===== src/rtl/sound_reg_bank.sv =====
// Configurable control/status register bank for the sound core.
// Supports RW, RO, W1C and SHADOW registers, with a single-outstanding request/response port.
module sound_reg_bank #(
    parameter int                           DATA_W       = 16,
    parameter int                           NUM_REGS     = 16,
    parameter int                           ADDR_W       = $clog2(NUM_REGS),
    parameter logic [NUM_REGS-1:0]          RO_MASK      = '0,
    parameter logic [NUM_REGS-1:0]          W1C_MASK     = '0,
    parameter logic [NUM_REGS-1:0]          SHADOW_MASK  = '0,
    parameter logic [NUM_REGS*DATA_W-1:0]   RESET_VALUES = '0
) (
    input  logic                         clk,
    input  logic                         rst_n,
    input  logic                         req_valid,
    output logic                         req_ready,
    input  logic                         req_write,
    input  logic [ADDR_W-1:0]            req_addr,
    input  logic [DATA_W-1:0]            req_wdata,
    input  logic [DATA_W-1:0]            req_wmask,
    output logic                         rsp_valid,
    input  logic                         rsp_ready,
    output logic [DATA_W-1:0]            rsp_rdata,
    output logic                         rsp_err,
    input  logic                         commit,
    output logic                         commit_pending,
    input  logic [NUM_REGS*DATA_W-1:0]   hw_status,
    input  logic [NUM_REGS*DATA_W-1:0]   hw_set,
    output logic [NUM_REGS*DATA_W-1:0]   regs_out,
    output logic                         irq
);

    // Mode precedence resolved once: RO > W1C > SHADOW > RW.
    localparam logic [NUM_REGS-1:0] IS_RO  = RO_MASK;
    localparam logic [NUM_REGS-1:0] IS_W1C = W1C_MASK & ~RO_MASK;
    localparam logic [NUM_REGS-1:0] IS_SH  = SHADOW_MASK & ~W1C_MASK & ~RO_MASK;

    logic                accept;
    logic                wr_acc;
    logic                addr_ok;
    logic                ro_hit;
    logic [DATA_W-1:0]   rd_mux;
    logic [DATA_W-1:0]   rd_val [NUM_REGS];
    logic [NUM_REGS-1:0] sh_wr;
    logic [NUM_REGS-1:0] w1c_any;
    logic                unused_inputs;

    function automatic logic [DATA_W-1:0] merge(input logic [DATA_W-1:0] old_v,
                                                input logic [DATA_W-1:0] wdata,
                                                input logic [DATA_W-1:0] wmask);
        return (old_v & ~wmask) | (wdata & wmask);
    endfunction

    assign req_ready = !rsp_valid || rsp_ready;
    assign accept    = req_valid && req_ready;
    assign wr_acc    = accept && req_write;
    assign addr_ok   = int'(req_addr) < NUM_REGS;

    // Status/set lanes belonging to registers of other modes are don't-care.
    assign unused_inputs = ^{hw_status, hw_set};

    for (genvar i = 0; i < NUM_REGS; i++) begin : g_reg
        localparam logic [DATA_W-1:0] RST_V = RESET_VALUES[i*DATA_W +: DATA_W];

        if (IS_RO[i]) begin : g_ro
            assign rd_val[i]                   = hw_status[i*DATA_W +: DATA_W];
            assign regs_out[i*DATA_W +: DATA_W] = hw_status[i*DATA_W +: DATA_W];
            assign sh_wr[i]                    = 1'b0;
            assign w1c_any[i]                  = 1'b0;
        end else if (IS_W1C[i]) begin : g_w1c
            logic              hit;
            logic [DATA_W-1:0] clr;
            logic [DATA_W-1:0] flag_q;

            assign hit = wr_acc && (req_addr == ADDR_W'(i));
            assign clr = hit ? (req_wdata & req_wmask) : '0;

            // Set is OR-ed in after the clear so a same-cycle set wins.
            always_ff @(posedge clk or negedge rst_n) begin
                if (!rst_n) flag_q <= '0;
                else        flag_q <= (flag_q & ~clr) | hw_set[i*DATA_W +: DATA_W];
            end

            assign rd_val[i]                   = flag_q;
            assign regs_out[i*DATA_W +: DATA_W] = flag_q;
            assign sh_wr[i]                    = 1'b0;
            assign w1c_any[i]                  = |flag_q;
        end else if (IS_SH[i]) begin : g_sh
            logic              hit;
            logic [DATA_W-1:0] shadow_q;
            logic [DATA_W-1:0] active_q;
            logic [DATA_W-1:0] shadow_nxt;

            assign hit        = wr_acc && (req_addr == ADDR_W'(i));
            assign shadow_nxt = hit ? merge(shadow_q, req_wdata, req_wmask) : shadow_q;

            // Commit copies the post-write shadow, so a coincident write lands in active too.
            always_ff @(posedge clk or negedge rst_n) begin
                if (!rst_n) begin
                    shadow_q <= RST_V;
                    active_q <= RST_V;
                end else begin
                    shadow_q <= shadow_nxt;
                    if (commit) active_q <= shadow_nxt;
                end
            end

            assign rd_val[i]                   = shadow_q;
            assign regs_out[i*DATA_W +: DATA_W] = active_q;
            assign sh_wr[i]                    = hit;
            assign w1c_any[i]                  = 1'b0;
        end else begin : g_rw
            logic              hit;
            logic [DATA_W-1:0] active_q;

            assign hit = wr_acc && (req_addr == ADDR_W'(i));

            always_ff @(posedge clk or negedge rst_n) begin
                if (!rst_n)   active_q <= RST_V;
                else if (hit) active_q <= merge(active_q, req_wdata, req_wmask);
            end

            assign rd_val[i]                   = active_q;
            assign regs_out[i*DATA_W +: DATA_W] = active_q;
            assign sh_wr[i]                    = 1'b0;
            assign w1c_any[i]                  = 1'b0;
        end
    end

    always_comb begin
        rd_mux = '0;
        ro_hit = 1'b0;
        for (int i = 0; i < NUM_REGS; i++) begin
            if (req_addr == ADDR_W'(i)) begin
                rd_mux = rd_val[i];
                ro_hit = IS_RO[i];
            end
        end
    end

    // Response stage: captured at acceptance, held until rsp_ready.
    always_ff @(posedge clk or negedge rst_n) begin
        if (!rst_n) begin
            rsp_valid <= 1'b0;
            rsp_rdata <= '0;
            rsp_err   <= 1'b0;
        end else if (accept) begin
            rsp_valid <= 1'b1;
            rsp_err   <= !addr_ok || (req_write && ro_hit);
            rsp_rdata <= (req_write || !addr_ok) ? '0 : rd_mux;
        end else if (rsp_ready) begin
            rsp_valid <= 1'b0;
        end
    end

    always_ff @(posedge clk or negedge rst_n) begin
        if (!rst_n) begin
            commit_pending <= 1'b0;
            irq            <= 1'b0;
        end else begin
            if (commit)      commit_pending <= 1'b0;
            else if (|sh_wr) commit_pending <= 1'b1;
            irq <= |w1c_any;
        end
    end

endmodule


===== config.mk =====
export PLATFORM = sky130hd
export DESIGN_NAME = sound_reg_bank
export DESIGN_NICKNAME = d
export VERILOG_FILES = /design/src/rtl/sound_reg_bank.sv
export SDC_FILE = /design/constraint.sdc
export NUM_CORES = 1
export LEC_CHECK = 0
export ABC_CLOCK_PERIOD_IN_PS = 4100
export BUFFER_PORTS_ARGS = -buffer_cell sky130_fd_sc_hd__buf_2
export CORE_AREA = 5 5 322 324
export CTS_CLUSTER_DIAMETER = 30
export CTS_CLUSTER_SIZE = 12
export DETAILED_ROUTE_END_ITERATION = 8
export DIE_AREA = 0 0 327 329
export PLACE_DENSITY = 0.38
export RECOVER_POWER = 100
export SETUP_SLACK_MARGIN = 0.5
export SLEW_MARGIN = 20
export SYNTH_ARGS = -nofsm -noshare
export SYNTH_HDL_FRONTEND = slang
export SYNTH_SLANG_ARGS = --single-unit
export TNS_END_PERCENT = 20

===== constraint.sdc =====
create_clock -name clk -period 4.1 [get_ports clk]
set_input_delay 0.41 -clock clk [delete_from_list [all_inputs] [get_ports clk]]
set_output_delay 0.41 -clock clk [all_outputs]
set_load 0.01 [all_outputs]

## After elaboration in Yosys (flattened, before gate mapping)

Cells that the tools add are included.

| word-level totals | value |
|---|---|
| output and inout bits | 277 |
| latch bits | 0 |
| register bits after elaboration | 273 |
| memory bits (read-only) | 0 |
| memories | 0 |
| logic and storage cells | 108 |
| input port bits | 554 |
| bits in writable memories | 0 |

| cells by class | value |
|---|---|
| $add $sub $neg | 0 |
| bitwise logic cells | 34 |
| divide/modulo/power cells | 0 |
| muxes and demuxes | 19 |
| order comparisons | 0 |
| equality and inequality tests | 15 |
| shift operators | 0 |
| multiply operators | 0 |
| reduce and logical (&&, ||, !) cells | 22 |

Operator list:

| kind | number |
|---|---|
| 16-bit bitwise AND | 17 |
| 16-bit 2-to-1 mux | 17 |
| 16-bit OR | 16 |
| 4-bit == test (second input constant) | 8 |
| 1-bit logical AND | 18 |
| 4-bit by 3-bit == test with 1-bit output (second input constant) | 4 |
| 16-bit NOT | 1 |
| 4-bit by 2-bit == test with 1-bit output (second input constant) | 2 |
| 4-bit by 1-bit == test with 1-bit output (second input constant) | 1 |
| 4-bit zero test | 1 |
| 1-bit 2-to-1 mux | 2 |
| 2-bit nonzero test | 1 |
| 1-bit zero test | 1 |
| 1-bit logical OR | 1 |

## Logic depth before layout (Yosys ltp)

Gate-level depths: netlist (run 1).

| depth | value |
|---|---|
| depth after elaboration | 18 |
| mapped depth | 9 |
| depth with buffers taken out | 6 |

## Least setup slack after synthesis (run 1)

OpenSTA, ideal clock, no wires.

| path | value |
|---|---|
| kind | reg2reg |
| start point | reg rsp_valid |
| end point | reg (tool-made name) |
| slack | 2228 ps |
| cell stages (with the launch flop) | 9 |
| library setup time | 125 ps |
| data arrival time | 1747 ps |
| path buffers | 2 |
| clock period less this slack | 1872 ps |
| data required time | 3975 ps |
| path through | dfrtp_1 -> nor2b_4 -> inv_6 -> nand3_4 -> buf_8 -> nor3_4 -> buf_6 -> nand2_1 -> mux2_4 |

RTL lines:

| what | RTL line | RTL |
|---|---|---|
| start, declared | 20 | `output logic rsp_valid,` |
| start signal, assigned | 143 | `rsp_valid <= 1'b0;` |
| start signal, assigned | 147 | `rsp_valid <= 1'b1;` |
| start signal, assigned | 151 | `rsp_valid <= 1'b0;` |

## Worst setup path after layout (run 1)

| path | value |
|---|---|
| start point | reg rsp_valid |
| end point | reg rsp_rdata[5] |

| on the way | value |
|---|---|
| longest elaborated chain between the ends | 3 |

RTL lines:

| what | RTL line | RTL |
|---|---|---|
| 1-bit zero test | 53 | `assign req_ready = !rsp_valid \|\| rsp_ready;` |
| 1-bit logical OR | 53 |  |
| 1-bit logical AND | 54 | `assign accept = req_valid && req_ready;` |
| end signal, assigned | 149 | `rsp_rdata <= (req_write \|\| !addr_ok) ? '0 : rd_mux;` |
| end, declared | 22 | `output logic [DATA_W-1:0] rsp_rdata,` |

No other way between the ends.
A chain may end at the register's enable or synchronous reset.

==> impl_metrics.csv, run 1 <==
group,metric,value,unit
timing,slew-limit-headroom,-0.02250,
power,power.internal,7.549,mW
grt,grt_pass1_vias,13240,
die,fp.dieW,327,um
die,die_area,107600,sq um
synthesis,synth_area,14600,sq um
synthesis,yosys-top-cells-area,"dfrtp_1 (47%), mux2_2 (13%), nand2_1 (7.8%)",
timing,tightest_slew,1.532,ns
grt,grt_use_total,0.1569,
worst_setup_path,cp.required,4.55,ns
synthesis,synth-seq-cells,273,
place,placed_area,17690,sq um
timing,tns,0,ns
drt,drc,0,
final_layout,drive_above_1_share,0.2430,
place,dp_hpwl,67700,um
synthesis,ys_types,74,
die,core,100900,sq um
final_layout,final_cell_mix,"nand2_1 (302), clkbuf_1 (295), dfrtp_1 (273), mux2_2 (175), mux2_1 (82)",
synthesis,synth_ff_type,"dfrtp_1",
clock_tree,clk_pin_slew,0.05,ns
clock_tree,cts_num_sinks,273,
synthesis,synthCells,1348,
worst_setup_path,crit_path_max_incr_delay,0.80,ns
worst_setup_path,path_common_cell,"o21ai_0",
timing,max_freq,319.7,MHz
final_layout,final_common_cell,"nand2_1",
power,p_per_area,550.5,nW/um^2
die,initial_core_util,0.1448,
place,port_buffers,314,
clock_tree,tritoncts,"done",
flow_run,max-cap-violations,2,
place,dp.cells,2915,
clock_tree,clock_latency,0.59,ns
worst_hold_path,hold_path.class,"input pin to flop",
timing,setup_viol,0,
synthesis,yosysTopAreaCell,"dfrtp_1",
outcome,violations,"capacitance limit, slew limit",
power,power_frac_comb,0.142,
synthesis,synth_top_area_share,0.4678,
drt,drt_pre_antenna_iters,5,
final_layout,finalNetCount,2237,
worst_setup_path,path_cells,"nor2b_1, inv_6, nand2_1, clkbuf_1, o21ai_0, o21ai_0, o2bb2ai_1",
drt,dr.first_iter.drc_count,962,
drt,via_per_inst,4.283,
synthesis,yosys_warnings,0,
final_layout,finalInstanceArea,19550,sq um
worst_setup_path,worstPathMaxFanout,13,
power,p_total,10.76,mW
timing,hold_violations,0,
die,pin_count,831,
final_layout,synthToLayoutAreaGrowth,33.87,%
final_layout,final_cells,3051,
power,p_sw,3.212,mW
clock_tree,root_buffer,"clkbuf_16",
place,gp_congestion,0.8424,
power,p_leak,8.112,nW
synthesis,synth_seq_area_share,0.4678,
synthesis,synth_edf_count,0,
synthesis,async_reset_ff_frac,1.000,
power,p_seq_frac,0.307,
grt,overflow,0,
drt,drt-wirelength-per-cell,28.78,um
clock_tree,postCtsSetupRepairBufs,0,
die,die_height,329,um
worst_setup_path,critPathCaptureType,"flop",
worst_setup_path,crit_type,"flop to flop",
die,rows,117,
timing,min_period_over_period,0.7628,
power,power.share.clock,0.551,
power,ir_worst_vdd,0.0002721,V
timing,rsz0062_at_grt,"no",
worst_setup_path,slowest_stage,"clkbuf_1",
timing,fin_crit,3.128,ns
timing,drv_slew,34,
clock_tree,cts_buffers,74,
worst_setup_path,startpoint_type,"flop",
drt,vias,13070,
power,sw_frac_of_total,0.2985,
drt,ant_nets,0,
grt,antenna_found_initial,2,
timing,skew,0.01871,ns
grt,grt_pass1_wl,118600,um
synthesis,syn-mean-instance-area,10.83,sq um
clock_tree,cts_buffer_depth,3,
outcome,status,"complete, but fails checks",
worst_setup_path,critPathArrivalTime,3.57,ns
clock_tree,cts.htree.levels,3,
drt,drt-total-wl,87810,um
grt,grt_max_degree,91,
==> worst max-delay path: cells and delay by family (launching register included) <==
kind | cells | cell delay, ns
and+or+nand+nor | 2 | 1.14
AOI/OAI and AO/OA | 3 | 0.51
DFF | 1 | 0.35
buffers and inverters | 2 | 0.96
==> path summary, 6_finish.rpt <==
check / startpoint / to / slack [ns] / cells past startpoint
setup / recovery: rsp_valid$_DFFE_PN0P_ / rsp_rdata[5]$_DFFE_PN0P_ / 0.97 / 7
max in group asynchronous: rst_n / asynchronous set/reset pin / 2.55 / 3
hold reg to reg: flop / flop / 0.51 / 1
min in group asynchronous: rst_n / asynchronous set/reset pin / 0.46 / 2
hold / removal: req_wmask[8] / flop / 0.30 / 3
setup reg to reg: rsp_valid$_DFFE_PN0P_ / rsp_rdata[5]$_DFFE_PN0P_ / 0.97 / 7
==> final cells by class <==
cell class | count | area [sq um]
fillers | 11200 | 81310
flip-flops and latches | 273 | 6832
multi-input cells | 948 | 6748
clock buffers | 93 | 2044
repair buffers | 379 | 1735
well taps | 1309 | 1638
clock inverters | 41 | 518.0
inverters | 7 | 31.28
diodes | 1 | 2.502
==> what timing repair did <==
item,in CTS,in global routing
hold buffers,1,0
resized for setup,0,0
hold endpoints to repair,87,0
==> per-stage QoR <==
step                      utilization  setup WS [ns]  hold WS [ns]
final                          0.1938         0.9724        0.2970
after global routing           0.1938         0.9116        0.2983
after CTS                      0.2009          1.679        0.2670
after detailed placement       0.1754          1.064        0.4972
after global placement         0.1754          1.051        0.4936
after floorplan                     -          2.228        0.1144
==> synth_stat cells, drive strengths merged, types with 4 or more instances <==
| cell | number |
|---|---|
| nor3 | 15 |
| nand2 | 305 |
| a221o | 7 |
| nand3 | 11 |
| o2bb2ai | 4 |
| a21o | 4 |
| o221ai | 9 |
| buf | 78 |
| nor2b | 11 |
| mux2i | 15 |
| and2 | 9 |
| o2111a | 6 |
| a211oi | 6 |
| mux2 | 258 |
| clkbuf | 44 |
| inv | 7 |
| nor2 | 36 |
| o22a | 4 |
| mux4 | 6 |
| a31oi | 10 |
| a32oi | 6 |
| o31ai | 8 |
| o2111ai | 4 |
| a221oi | 9 |
| dfrtp | 273 |
| o21ai | 65 |
| a22o | 4 |
| a22oi | 4 |
| a21oi | 45 |
| nand2b | 9 |
| a32o | 6 |
| a222oi | 8 |
| o22ai | 18 |
| a31o | 6 |
==> kinds of logic (layout without fill, tap and decap cells) <==
group | count (synthesis) | after routing | synth area share
other | 1 | 4 | 0.0002568
DFF | 273 | 273 | 0.4678
AOI/OAI and AO/OA | 250 | 250 | 0.1182
and+or+nand+nor | 416 | 416 | 0.1343
buffers and inverters | 129 | 520 | 0.04961
muxes | 279 | 279 | 0.2298
==> metal layers <==
layer  up-vias  wire length (um)  share of wire  global-route usage
li1       5534                 -              -                   -
met1      6865             37190           0.42              0.2000
met2       566             39130           0.45              0.2460
met3       102              9618           0.11             0.07125
met4         0              1867          0.021             0.03257
met5         -                 0              0                   0
==> power by group through the flow <==
stage	Combinational [mW]	Sequential (mW)	Clock [mW]
3_5_place_dp	1.68	3.34	0
3_3_place_gp	1.67	3.32	0
2_1_floorplan	0.611	3.36	0
6_report	1.52	3.31	5.93
5_1_grt	1.65	3.34	6.17
4_1_cts	1.69	3.30	6.02
(Power assumes the default switching activity.)
==> run 2: changes to the inputs <==
Settings changed: ABC_CLOCK_PERIOD_IN_PS 4100 to 3100.
Clock period 4.1 ns to 3.1 ns, I/O delays scaled along.
==> impl_metrics.csv, run 2 (synthesis results as in run 1) <==
group,metric,value,unit
timing,hold_violations,0,
drt,drt-wirelength-per-cell,28.31,um
power,ir_worst_vdd,0.0004055,V
worst_setup_path,path_cells,"nor2b_1, inv_6, nand2_1, clkbuf_2, nor2_1, a32o_1, a21oi_1",
clock_tree,cts_buffer_depth,3,
grt,grt_pass1_vias,13750,
flow_run,max-cap-violations,1,
place,dp_hpwl,68360,um
grt,grt_use_total,0.1573,
die,core,100900,sq um
final_layout,finalNetCount,2271,
final_layout,synthToLayoutAreaGrowth,39.50,%
drt,drt-total-wl,87640,um
power,power_frac_comb,0.129,
clock_tree,root_buffer,"clkbuf_16",
timing,drv_slew,56,
power,power.share.clock,0.594,
final_layout,fill_cells,11110,
clock_tree,cts_num_sinks,273,
power,p_seq_frac,0.277,
worst_setup_path,cp.required,3.63,ns
timing,slew-limit-headroom,-0.2369,
drt,drt_pre_antenna_iters,6,
grt,grt_pass1_wl,119000,um
outcome,status,"complete, but fails checks",
clock_tree,ctsResizeCount,0,
worst_setup_path,critPathArrivalTime,3.29,ns
worst_setup_path,worstPathMaxFanout,16,
final_layout,drive_above_1_share,0.2688,
clock_tree,tritoncts,"done",
die,pin_count,831,
worst_setup_path,critPathCaptureType,"flop",
drt,via_per_inst,4.291,
drt,vias,13290,
place,port_buffers,314,
timing,max_freq,362.1,MHz
power,power.internal,11.38,mW
clock_tree,postCtsSetupRepairBufs,0,
clock_tree,clock_latency,0.61,ns
timing,setup_viol,0,
grt,antenna_found_initial,5,
timing,tightest_slew,1.855,ns
drt,dr.first_iter.drc_count,981,
clock_tree,cts_buffers,82,
final_layout,final_cell_mix,"nand2_1 (302), clkbuf_1 (286), dfrtp_1 (273), mux2_2 (174), clkbuf_16 (84)",
timing,skew,0.04011,ns
power,p_per_area,775.2,nW/um^2
clock_tree,cts.htree.levels,3,
worst_setup_path,crit_path_max_incr_delay,0.69,ns
place,gp_congestion,0.8388,
die,initial_core_util,0.1448,
die,die_height,329,um
clock_tree,clk_pin_slew,0.04,ns
final_layout,utilization,0.2020,
worst_setup_path,startpoint_type,"flop",
power,sw_frac_of_total,0.2792,
timing,rsz0062_at_grt,"no",
timing,tns,0,ns
worst_setup_path,slowest_stage,"nor2b_1",
grt,grt_max_degree,71,
die,fp.dieW,327,um
grt,overflow,0,
drt,ant_nets,0,
worst_hold_path,hold_path.class,"input pin to flop",
drt,drc,0,
worst_setup_path,crit_type,"flop to flop",
power,p_sw,4.408,mW
die,die_area,107600,sq um
die,rows,117,
final_layout,final_common_cell,"nand2_1",
power,p_leak,8.579,nW
outcome,violations,"capacitance limit, slew limit",
timing,min_period_over_period,0.8910,
timing,fin_crit,2.762,ns
## run 2: cell count changes in the layout (fill, tap and decap cells not counted), sizes merged
| cell | delta |
|---|---|
| buf | +26 |
| clkbuf | +11 |
| bufinv | +10 |
| clkinv | +2 |
| clkinvlp | -2 |
| inv | -2 |
## run 2: critical path: cells and delay by family (launching register included)
kind / cells / cell delay [ns]
AND/OR/NAND/NOR: 3 / 1.19
flip-flops: 1 / 0.35
buffers and inverters: 2 / 0.73
AO/OA/AOI/OAI: 2 / 0.39
## run 2: worst paths after layout
kind | slack, ns | depth (start not counted) | endpoint | from
min in group asynchronous | 0.73 | 2 | asynchronous set/reset pin | rst_n
worst min-delay path | 0.18 | 2 | flop | req_wdata[8]
worst max register to register | 0.34 | 7 | rsp_rdata[15]$_DFFE_PN0P_ | rsp_valid$_DFFE_PN0P_
worst min register to register | 0.51 | 1 | flop | flop
worst max-delay path | 0.34 | 7 | rsp_rdata[15]$_DFFE_PN0P_ | rsp_valid$_DFFE_PN0P_
max in group asynchronous | 0.75 | 3 | asynchronous set/reset pin | rst_n
## run 2: power groups by stage
stage	combinational (mW)	sequential (mW)	clock, mW
final	2.04	4.37	9.38
after global routing	2.20	4.42	9.71
after global placement	2.23	4.39	0
after CTS	2.25	4.37	9.50
after floorplan	0.808	4.44	0
after detailed placement	2.24	4.41	0
## run 2: area by class of cell
| class | instances | area (sq um) | area share |
|---|---|---|---|
| diodes | 1 | 2.502 | 0.0001228 |
| clock buffers | 104 | 2287 | 0.1123 |
| clock inverters | 49 | 828.3 | 0.04066 |
| inverters | 7 | 31.28 | 0.001536 |
| multi-input cells | 948 | 6779 | 0.3328 |
| flip-flops and latches | 273 | 6832 | 0.3354 |
| well taps | 1309 | 1638 | 0.08040 |
| repair buffers | 405 | 1973 | 0.09686 |
## run 2: repair_timing
item                       in CTS  in global routing
setup endpoints to repair       0                  7
hold buffers                    1                  0
hold endpoints to repair       51                  0
## run 2: through the flow
stage	setup WS (ns)	power (mW)	instances	hold WS [ns]	cell area, sq um
after floorplan	1.228	5.252	1350	0.01441	14610
after global placement	0.4188	6.619	2941	0.3055	17950
after detailed placement	0.4446	6.650	2941	0.3091	17950
after CTS	0.5433	16.12	3095	0.1454	21080
after global routing	0.2646	16.33	3095	0.1815	20370
final	0.3380	15.79	3096	0.1768	20370
## run 2: layer usage
metal  up-vias  track usage  wire length [um]
li1       5624            -                 -
met1      6935       0.1939             36300
met2       600       0.2471             39060
met3       125      0.07486              9716
met4         2      0.04296              2555
met5         -            0                13
==> run 3: changes to the inputs <==
Settings changed: CORE_AREA 5 5 322 324 to 5 5 325 327, DIE_AREA 0 0 327 329 to 0 0 330 332.
==> impl_metrics.csv, run 3 (synthesis results as in run 1) <==
group,metric,value,unit
worst_setup_path,critPathArrivalTime,3.15,ns
clock_tree,cts_buffer_depth,3,
clock_tree,clock_latency,0.61,ns
clock_tree,root_buffer,"clkbuf_16",
outcome,status,"complete, but fails checks",
final_layout,synthToLayoutAreaGrowth,36.29,%
clock_tree,cts.htree.levels,3,
final_layout,final_cell_mix,"nand2_1 (302), clkbuf_1 (295), dfrtp_1 (273), mux2_2 (175), mux2_1 (79)",
drt,drt-wirelength-per-cell,27.81,um
die,pin_count,831,
clock_tree,ctsResizeCount,0,
power,p_leak,8.257,nW
timing,skew,0.02597,ns
final_layout,multi_input_area,6812,sq um
timing,drv_slew,94,
drt,drt_pre_antenna_iters,5,
worst_hold_path,hold_start,"req_wdata[8]",
timing,fin_crit,2.698,ns
grt,antenna_found_initial,5,
drt,via_per_inst,4.157,
place,dp.cells,3004,
power,ir_worst_vdd,0.0004548,V
worst_hold_path,hold_path.class,"input pin to flop",
final_layout,finalNetCount,2253,
worst_setup_path,critPathCaptureType,"flop",
timing,hold_violations,0,
timing,slew-limit-headroom,-0.1189,
die,core,102600,sq um
worst_hold_path,hold_depth,2,
worst_setup_path,ff2ff_path_depth,8,
grt,grt_max_degree,98,
power,p_total,14.19,mW
outcome,violations,"capacitance limit, slew limit",
clock_tree,cts_buffers,70,
drt,drt-total-wl,87230,um
clock_tree,clk_pin_slew,0.05,ns
timing,min_period_over_period,0.8704,
clock_tree,cts_num_sinks,273,
drt,ant_nets,0,
final_layout,utilization,0.1940,
worst_setup_path,startpoint_type,"flop",
grt,grt_pass1_wl,119200,um
timing,tns,0,ns
place,port_buffers,314,
die,die_area,109600,sq um
final_layout,drive_above_1_share,0.2553,
flow_run,max-cap-violations,1,
worst_setup_path,crit_type,"flop to flop",
worst_setup_path,worstPathMaxFanout,9,
timing,setup_viol,0,
final_layout,finalInstanceArea,19900,sq um
final_layout,final_common_cell,"nand2_1",
place,placed_area,17990,sq um
final_layout,final_cells,3137,
place,dp_hpwl,67940,um
final_layout,fill_cells,11470,
place,gp_congestion,0.8180,
grt,grt_pass1_vias,13440,
power,p_per_area,712.8,nW/um^2
grt,grt_use_total,0.1543,
timing,tightest_slew,1.678,ns
timing,max_freq,370.6,MHz
drt,vias,13040,
die,rows,118,
die,initial_core_util,0.1423,
drt,drc,0,
final_layout,ff_latch_area,6832,sq um
grt,overflow,0,
timing,rsz0062_at_grt,"no",
worst_setup_path,cp.required,3.56,ns
drt,dr.first_iter.drc_count,999,
worst_setup_path,reg2reg_setup_slack,0.40,ns
die,die_height,332,um
die,fp.dieW,330,um
clock_tree,tritoncts,"done",
worst_setup_path,r2r_start,"rsp_valid$_DFFE_PN0P_",
## run 3: timing repair
action,CTS,global route
setup endpoints to repair,0,10
hold buffers,1,0
endpoints found under the hold margin,91,0
setup buffers,0,2
## run 3: worst max path at each step
| stage | startpoint | end | slack, ns | cells after the start |
|---|---|---|---|---|
| after floorplan | rsp_valid$_DFFE_PN0P_ | flop | 1.23 | 8 |
| after global placement | req_addr[1] | rsp_rdata[3]$_DFFE_PN0P_ | 0.37 | 7 |
| after detailed placement | req_addr[2] | rsp_rdata[14]$_DFFE_PN0P_ | 0.39 | 7 |
| after CTS | rsp_valid$_DFFE_PN0P_ | flop | 0.51 | 8 |
| after global routing | rsp_valid$_DFFE_PN0P_ | flop | 0.30 | 8 |
| final | rsp_valid$_DFFE_PN0P_ | flop | 0.40 | 8 |
## run 3: area by class of cell
class                   count  share of cell area
diodes                      2           0.0002515
clock buffers              94             0.09757
clock inverters            34             0.02898
inverters                   7            0.001572
multi-input cells         948              0.3422
flip-flops and latches    273              0.3432
well taps                1380             0.08675
repair buffers            399             0.09939
## run 3: worst max-delay path: stages (launching register included)
cell and delay, ns:
dfrtp_1 0.34, nor2b_1 0.71, inv_6 0.17, nand3_4 0.26, buf_4 0.21, nor3_4 0.07
clkbuf_1 0.28, nand2_1 0.15, mux2_1 0.34
## run 3: routing by layer
| layer | part of all wire | vias to the layer above | track usage |
|---|---|---|---|
| met3 | 0.097 | 116 | 0.06297 |
| li1 | - | 5585 | - |
| met1 | 0.43 | 6823 | 0.2017 |
| met4 | 0.031 | 0 | 0.04576 |
| met5 | 0 | - | 0 |
| met2 | 0.44 | 517 | 0.2338 |
## run 3: stage by stage
stage | setup WS (ns) | hold WS (ns)
after floorplan | 1.228 | 0.01441
after global placement | 0.3651 | 0.4411
after CTS | 0.5096 | 0.1330
after global routing | 0.3044 | 0.1827
final | 0.4017 | 0.1933
after detailed placement | 0.3922 | 0.4479
## run 3: power breakdown
part	leakage, nW	switching (mW)	internal (mW)
Combinational	3.38	1.38	0.645
Clock	1.20	2.44	5.34
Sequential	3.68	0.422	3.96
Total	8.26	4.24	9.95
